`src/rtl/seg_pkg.sv`:
```
// Shared types and glyph table for the multiplexed BCD seven-segment display scanner.
package seg_pkg;

    localparam int unsigned NIB_W  = 4;
    localparam int unsigned SEG_W  = 7;
    localparam int unsigned DIGITS = 4;
    localparam int unsigned IDX_W  = 2;
    localparam int unsigned BCD_W  = NIB_W * DIGITS;

    localparam logic [SEG_W-1:0] SEG_BLANK = 7'h7F;
    localparam logic [SEG_W-1:0] SEG_DASH  = 7'h3F;

    typedef enum logic {
        ST_GUARD = 1'b0,
        ST_DRIVE = 1'b1
    } scan_state_e;

    typedef struct packed {
        logic [NIB_W-1:0] d3;
        logic [NIB_W-1:0] d2;
        logic [NIB_W-1:0] d1;
        logic [NIB_W-1:0] d0;
    } bcd_word_t;

    // Active-low {g,f,e,d,c,b,a} glyphs; anything above 9 renders as a dash.
    function automatic logic [SEG_W-1:0] seg_glyph(input logic [NIB_W-1:0] nib);
        logic [SEG_W-1:0] g;
        case (nib)
            4'd0:    g = 7'b1000000;
            4'd1:    g = 7'b1111001;
            4'd2:    g = 7'b0100100;
            4'd3:    g = 7'b0110000;
            4'd4:    g = 7'b0011001;
            4'd5:    g = 7'b0010010;
            4'd6:    g = 7'b0000010;
            4'd7:    g = 7'b1111000;
            4'd8:    g = 7'b0000000;
            4'd9:    g = 7'b0010000;
            default: g = SEG_DASH;
        endcase
        return g;
    endfunction

endpackage

```
`src/rtl/bcd_to_7seg.sv`:
```
// Combinational nibble to active-low seven-segment decoder.
module bcd_to_7seg
    import seg_pkg::*;
(
    input  logic [NIB_W-1:0] nibble_i,
    output logic [SEG_W-1:0] seg_c
);

    always_comb begin
        seg_c = seg_glyph(nibble_i);
    end

endmodule

```
`src/rtl/bcd_display_scan.sv`:
```
// Captures BCD results and scans them onto a 4-digit common-anode display,
// committing new values only at frame boundaries.
module bcd_display_scan
    import seg_pkg::*;
#(
    parameter int unsigned DIGIT_CYCLES = 100000,
    parameter int unsigned GUARD_CYCLES = 1000,
    parameter bit          LZ_BLANK     = 1'b1
) (
    input  logic              clk,
    input  logic              reset,
    input  logic [BCD_W-1:0]  bcd_in,
    input  logic              bcd_valid,
    output logic [DIGITS-1:0] an,
    output logic [SEG_W-1:0]  seg,
    output logic              dp,
    output logic              frame_tick,
    output logic              digit_err
);

    localparam int unsigned CNT_MAX = (DIGIT_CYCLES > GUARD_CYCLES) ? DIGIT_CYCLES : GUARD_CYCLES;
    localparam int unsigned CNT_W   = (CNT_MAX > 1) ? $clog2(CNT_MAX) : 1;

    scan_state_e        state_q, state_d;
    logic [CNT_W-1:0]   cnt_q, cnt_d;
    logic [IDX_W-1:0]   idx_q, idx_d;
    bcd_word_t          disp_q, disp_d;
    bcd_word_t          pend_q, pend_d;
    logic               pend_flag_q, pend_flag_d;
    logic [DIGITS-1:0]  an_q, an_d;
    logic [SEG_W-1:0]   seg_q, seg_d;
    logic               frame_tick_q, frame_tick_d;
    logic               digit_err_q, digit_err_d;
    logic               dp_q;

    logic [DIGITS-1:0][NIB_W-1:0] nib_c;
    logic [BCD_W-1:0]             disp_bits_c;
    logic [SEG_W-1:0]             dec_seg_c;
    logic                         blank_c;
    logic                         err_c;

    assign disp_bits_c = disp_q;
    assign nib_c       = disp_q;

    bcd_to_7seg u_dec (
        .nibble_i (nib_c[idx_q]),
        .seg_c    (dec_seg_c)
    );

    // A digit is a leading zero when it and every higher digit are zero.
    always_comb begin
        blank_c = LZ_BLANK && (idx_q != '0)
                  && ((disp_bits_c >> {idx_q, 2'b00}) == '0);
    end

    always_comb begin
        err_c = 1'b0;
        for (int i = 0; i < int'(DIGITS); i++) begin
            if (nib_c[i] > 4'd9) err_c = 1'b1;
        end
    end

    always_comb begin
        state_d      = state_q;
        cnt_d        = cnt_q + 1'b1;
        idx_d        = idx_q;
        disp_d       = disp_q;
        pend_d       = pend_q;
        pend_flag_d  = pend_flag_q;
        an_d         = an_q;
        seg_d        = seg_q;
        frame_tick_d = 1'b0;
        digit_err_d  = err_c;

        case (state_q)
            ST_GUARD: begin
                if (cnt_q == CNT_W'(GUARD_CYCLES - 1)) begin
                    state_d = ST_DRIVE;
                    cnt_d   = '0;
                    an_d    = DIGITS'(~(4'b0001 << idx_q));
                    seg_d   = blank_c ? SEG_BLANK : dec_seg_c;
                end
            end
            ST_DRIVE: begin
                if (cnt_q == CNT_W'(DIGIT_CYCLES - 1)) begin
                    state_d = ST_GUARD;
                    cnt_d   = '0;
                    idx_d   = idx_q + 2'd1;
                    an_d    = '1;
                    seg_d   = SEG_BLANK;
                    // Wrapping back to digit 0 starts a frame: commit the pending value.
                    if (idx_q == IDX_W'(DIGITS - 1)) begin
                        frame_tick_d = 1'b1;
                        if (pend_flag_q) begin
                            disp_d      = pend_q;
                            pend_flag_d = 1'b0;
                        end
                    end
                end
            end
            default: begin
                state_d = ST_GUARD;
                cnt_d   = '0;
            end
        endcase

        // Capture after commit so a strobe on the commit edge stays pending.
        if (bcd_valid) begin
            pend_d      = bcd_in;
            pend_flag_d = 1'b1;
        end
    end

    always_ff @(posedge clk) begin
        if (!reset) begin
            state_q      <= ST_GUARD;
            cnt_q        <= '0;
            idx_q        <= '0;
            disp_q       <= '0;
            pend_q       <= '0;
            pend_flag_q  <= 1'b0;
            an_q         <= '1;
            seg_q        <= SEG_BLANK;
            frame_tick_q <= 1'b0;
            digit_err_q  <= 1'b0;
            dp_q         <= 1'b1;
        end else begin
            state_q      <= state_d;
            cnt_q        <= cnt_d;
            idx_q        <= idx_d;
            disp_q       <= disp_d;
            pend_q       <= pend_d;
            pend_flag_q  <= pend_flag_d;
            an_q         <= an_d;
            seg_q        <= seg_d;
            frame_tick_q <= frame_tick_d;
            digit_err_q  <= digit_err_d;
            dp_q         <= 1'b1;
        end
    end

    assign an         = an_q;
    assign seg        = seg_q;
    assign dp         = dp_q;
    assign frame_tick = frame_tick_q;
    assign digit_err  = digit_err_q;

endmodule

```
`config.mk`:
```
export PLATFORM = sky130hd
export DESIGN_NAME = bcd_display_scan
export DESIGN_NICKNAME = d
export VERILOG_FILES = /design/src/rtl/seg_pkg.sv /design/src/rtl/bcd_to_7seg.sv /design/src/rtl/bcd_display_scan.sv
export SDC_FILE = /design/constraint.sdc
export NUM_CORES = 1
export LEC_CHECK = 0
export CORE_AREA = 4 4 63 108
export DETAILED_ROUTE_END_ITERATION = 6
export DIE_AREA = 0 0 67 112
export PLACE_DENSITY = 0.81
export SETUP_SLACK_MARGIN = 0.1
export SLEW_MARGIN = 10
export SYNTH_ARGS = -nofsm -noshare
export SYNTH_HDL_FRONTEND = slang
export SYNTH_HIERARCHICAL = 1
export SYNTH_SLANG_ARGS = --single-unit
```
`constraint.sdc`:
```
create_clock -name clk -period 2.1 [get_ports clk]
set_clock_uncertainty 0.2 [all_clocks]
set_input_delay 0.42 -clock clk [delete_from_list [all_inputs] [get_ports clk]]
set_output_delay 0.42 -clock clk [all_outputs]
set_load 0.01 [all_outputs]
```
==> out/qor.txt, run 1 <==
Die area: 7500 um^2
Hold Path Depth: 1
Synth Flop Type: dfxtp_1
Synth top area share: 45.5%
DRT Wirelength: 7.54 mm
I/O Buffers: 31
Root buffer cell: clkbuf_8
Post-synth EDFFs: 0
Antenna viol nets, final: 0
Pwr dens: 654 nW/um^2
Fillers: 441
Nets: 410
Post-synthesis sequential area ratio: 45.5%
Failing checks: negative setup slack
Initial Utilization: 49.4%
Post-synth top area cell: dfxtp_1
CP arrival: 2290 ps
Area Growth Syn to Fin: 37.6%
Clock Tree Buf Depth: 2
Syn Inst Count: 313
Die height: 112 um
Layout cells sized above 1: 25.4%
Syn Nets: 342
Critical Path RT: 2130 ps
Register bit count reported by yosys: 66
CTS clk-pin slew, worst paths: 70 ps
Final Power: 2.61 mW
Yosys warns: 6
Ant diodes: 0
Min Tclk post-route: 2260 ps
CP endpoint kind: register
Final routed DRC violation total: 0
Grt ovf: 0
Setup violators final: 46
Worst slack at placement: -93.9 ps
Total track usage: 18.9%
TNS Setup: -4190 ps
Die Width: 67 um
Cell area after synthesis: 2910 um^2
Leakage: 1.54 nW
Final Hold Vio Count: 0
Via Count: 2568
Fraction of registers with async set/reset: 0%
CORE AREA: 5880 um^2
Post-DP HPWL: 4.49 mm
TritonCTS clock tree: yes
RSZ-0062 raised after global routing: yes
Status: complete, but fails checks
Per-cell routed wire length: 16.3 um
CP Max Fanout: 8
Synth top area cells: dfxtp_1 (45%), mux2i_1 (6.2%), nor2_1 (5.2%)
# IOs: 33
Peak supply drop: 510 uV
Num CTS Buffers: 9
Most frequent cell after synthesis: dfxtp_1
Initial antenna violation count: 0
Largest net degree at the start of global routing: 33
Drt pass-1 iters: 4
Max Cap Violations: 0
# rows: 37
CTS sink cnt: 66
Tcrit/Tclk final: 108%
Synth top cells by count: dfxtp_1 (66), nor2_1 (40), nand3_1 (26)
Synth unique cells: 45
Syn avg cell area: 9.28 um^2
Vias per inst: 5.53
RePlAce Congestion: 0.835
Vias in the first global route: 2387
Critical Path Source Type: register
Starting DRT DRC Count: 179
Max Clk Rate: 443 MHz
H-tree levels: 3
Setup ws final: -159 ps
R2r worst-path depth: 8
Setup CP Type: register to register
Slew Limit Fails: 0
Worst skew pair latency: 350 ps
Worst Hold Class: register to register
First-pass GRT wire length: 10.9 mm
## per-layer routing
layer	GRT usage (%)	vias to the layer above	wire length [um]
li1	-	1229	-
met1	21.3	1239	2810
met2	32.3	84	4150
met3	3.94	16	372
met4	9.49	0	212
met5	0	-	0
## power breakdown
part | internal (mW) | switching, mW
Combinational | 0.0748 | 0.0669
Sequential | 1.28 | 0.0150
Clock | 0.697 | 0.484
Total | 2.05 | 0.566
## cell families after synthesis
kind of cell / share of synthesized area [%]
and+or+nand+nor: 22.0
DFF: 45.5
AOI/OAI and AO/OA: 9.69
buffers and inverters: 4.26
muxes: 9.30
xor gates and xnor gates: 4.82
adders and majority gates: 4.31
other: 0.129
## final cells by class
type | count | area, um^2 | area share (%)
clock buffers | 11 | 141 | 3.54
clock inverters | 5 | 77.6 | 1.94
inverters | 7 | 26.3 | 0.657
multi-input cells | 222 | 1600 | 40.0
flip-flops and latches | 66 | 1330 | 33.3
well taps | 78 | 97.6 | 2.44
repair buffers | 75 | 727 | 18.2
## cell usage in the layout (no fill, tap or decap), types with 9 or more instances in the layout
cell type	count
nor2_1	35
nand3_2	9
o21ai_1	15
nand2_1	25
buf_4	33
ha_1	9
mux2i_1	18
clkbuf_8	10
nand3_1	16
a21oi_1	9
clkdlybuf4s50_1	31
dfxtp_1	59
## worst paths after layout
kind,start,slack (ps),to
worst max-delay path,cnt_q[5]$_SDFF_PN0_,-160,disp_bits_c[6]$_SDFFE_PN0P_
worst min register to register,cnt_q[0]$_SDFF_PN0_,240,cnt_q[0]$_SDFF_PN0_
worst min-delay path,cnt_q[0]$_SDFF_PN0_,240,cnt_q[0]$_SDFF_PN0_
worst max register to register,cnt_q[5]$_SDFF_PN0_,-160,disp_bits_c[6]$_SDFFE_PN0P_
## stage by stage
| stage | util, % | hold slack (ps) | instance area [um^2] | instances |
|---|---|---|---|---|
| finish | 68.0 | 243 | 4000 | 464 |
| global route | 68.0 | 265 | 4000 | 464 |
| floorplan | - | 217 | 2930 | 313 |
| CTS | 64.4 | 264 | 3790 | 457 |
| global placement | 59.9 | 225 | 3520 | 440 |
| detailed placement | 59.9 | 240 | 3520 | 440 |
## registers in the layout (all words and copies together), names as in the netlist
name / count
disp_bits_c: 16
digit_err: 1
cnt_q: 17
an: 4
pend_q: 16
seg: 7
idx_q: 2
pend_flag_q: 1
frame_tick: 1
state_q: 1
## worst max-delay path, cell delays in order (launching register included)
cell and delay [ps]:
dfxtp_1 350, or4bb_4 550, nor4_4 300, buf_4 160
nand4_1 90, buf_6 160, clkbuf_16 160, nand3_1 80
o21ai_1 80
## timing repair
item,in CTS,in global routing
gates cloned,0,3
setup endpoints to repair,46,49
resized for setup,10,44
setup buffers,1,4
pin swaps,6,5
hold buffers,0,0
No activity file was read; power rests on OpenSTA's default activity.
==> run 2: changes to the inputs <==
--- a/config.mk
+++ b/config.mk
@@ -6,6 +6,7 @@
 export NUM_CORES = 1
 export LEC_CHECK = 0
 export CORE_AREA = 4 4 63 108
+export CTS_CLUSTER_SIZE = 16
 export DETAILED_ROUTE_END_ITERATION = 6
 export DIE_AREA = 0 0 67 112
 export PLACE_DENSITY = 0.81
==> results of run 2 <==
Same layout as run 1: the final DEF is identical, and so are final timing and power.
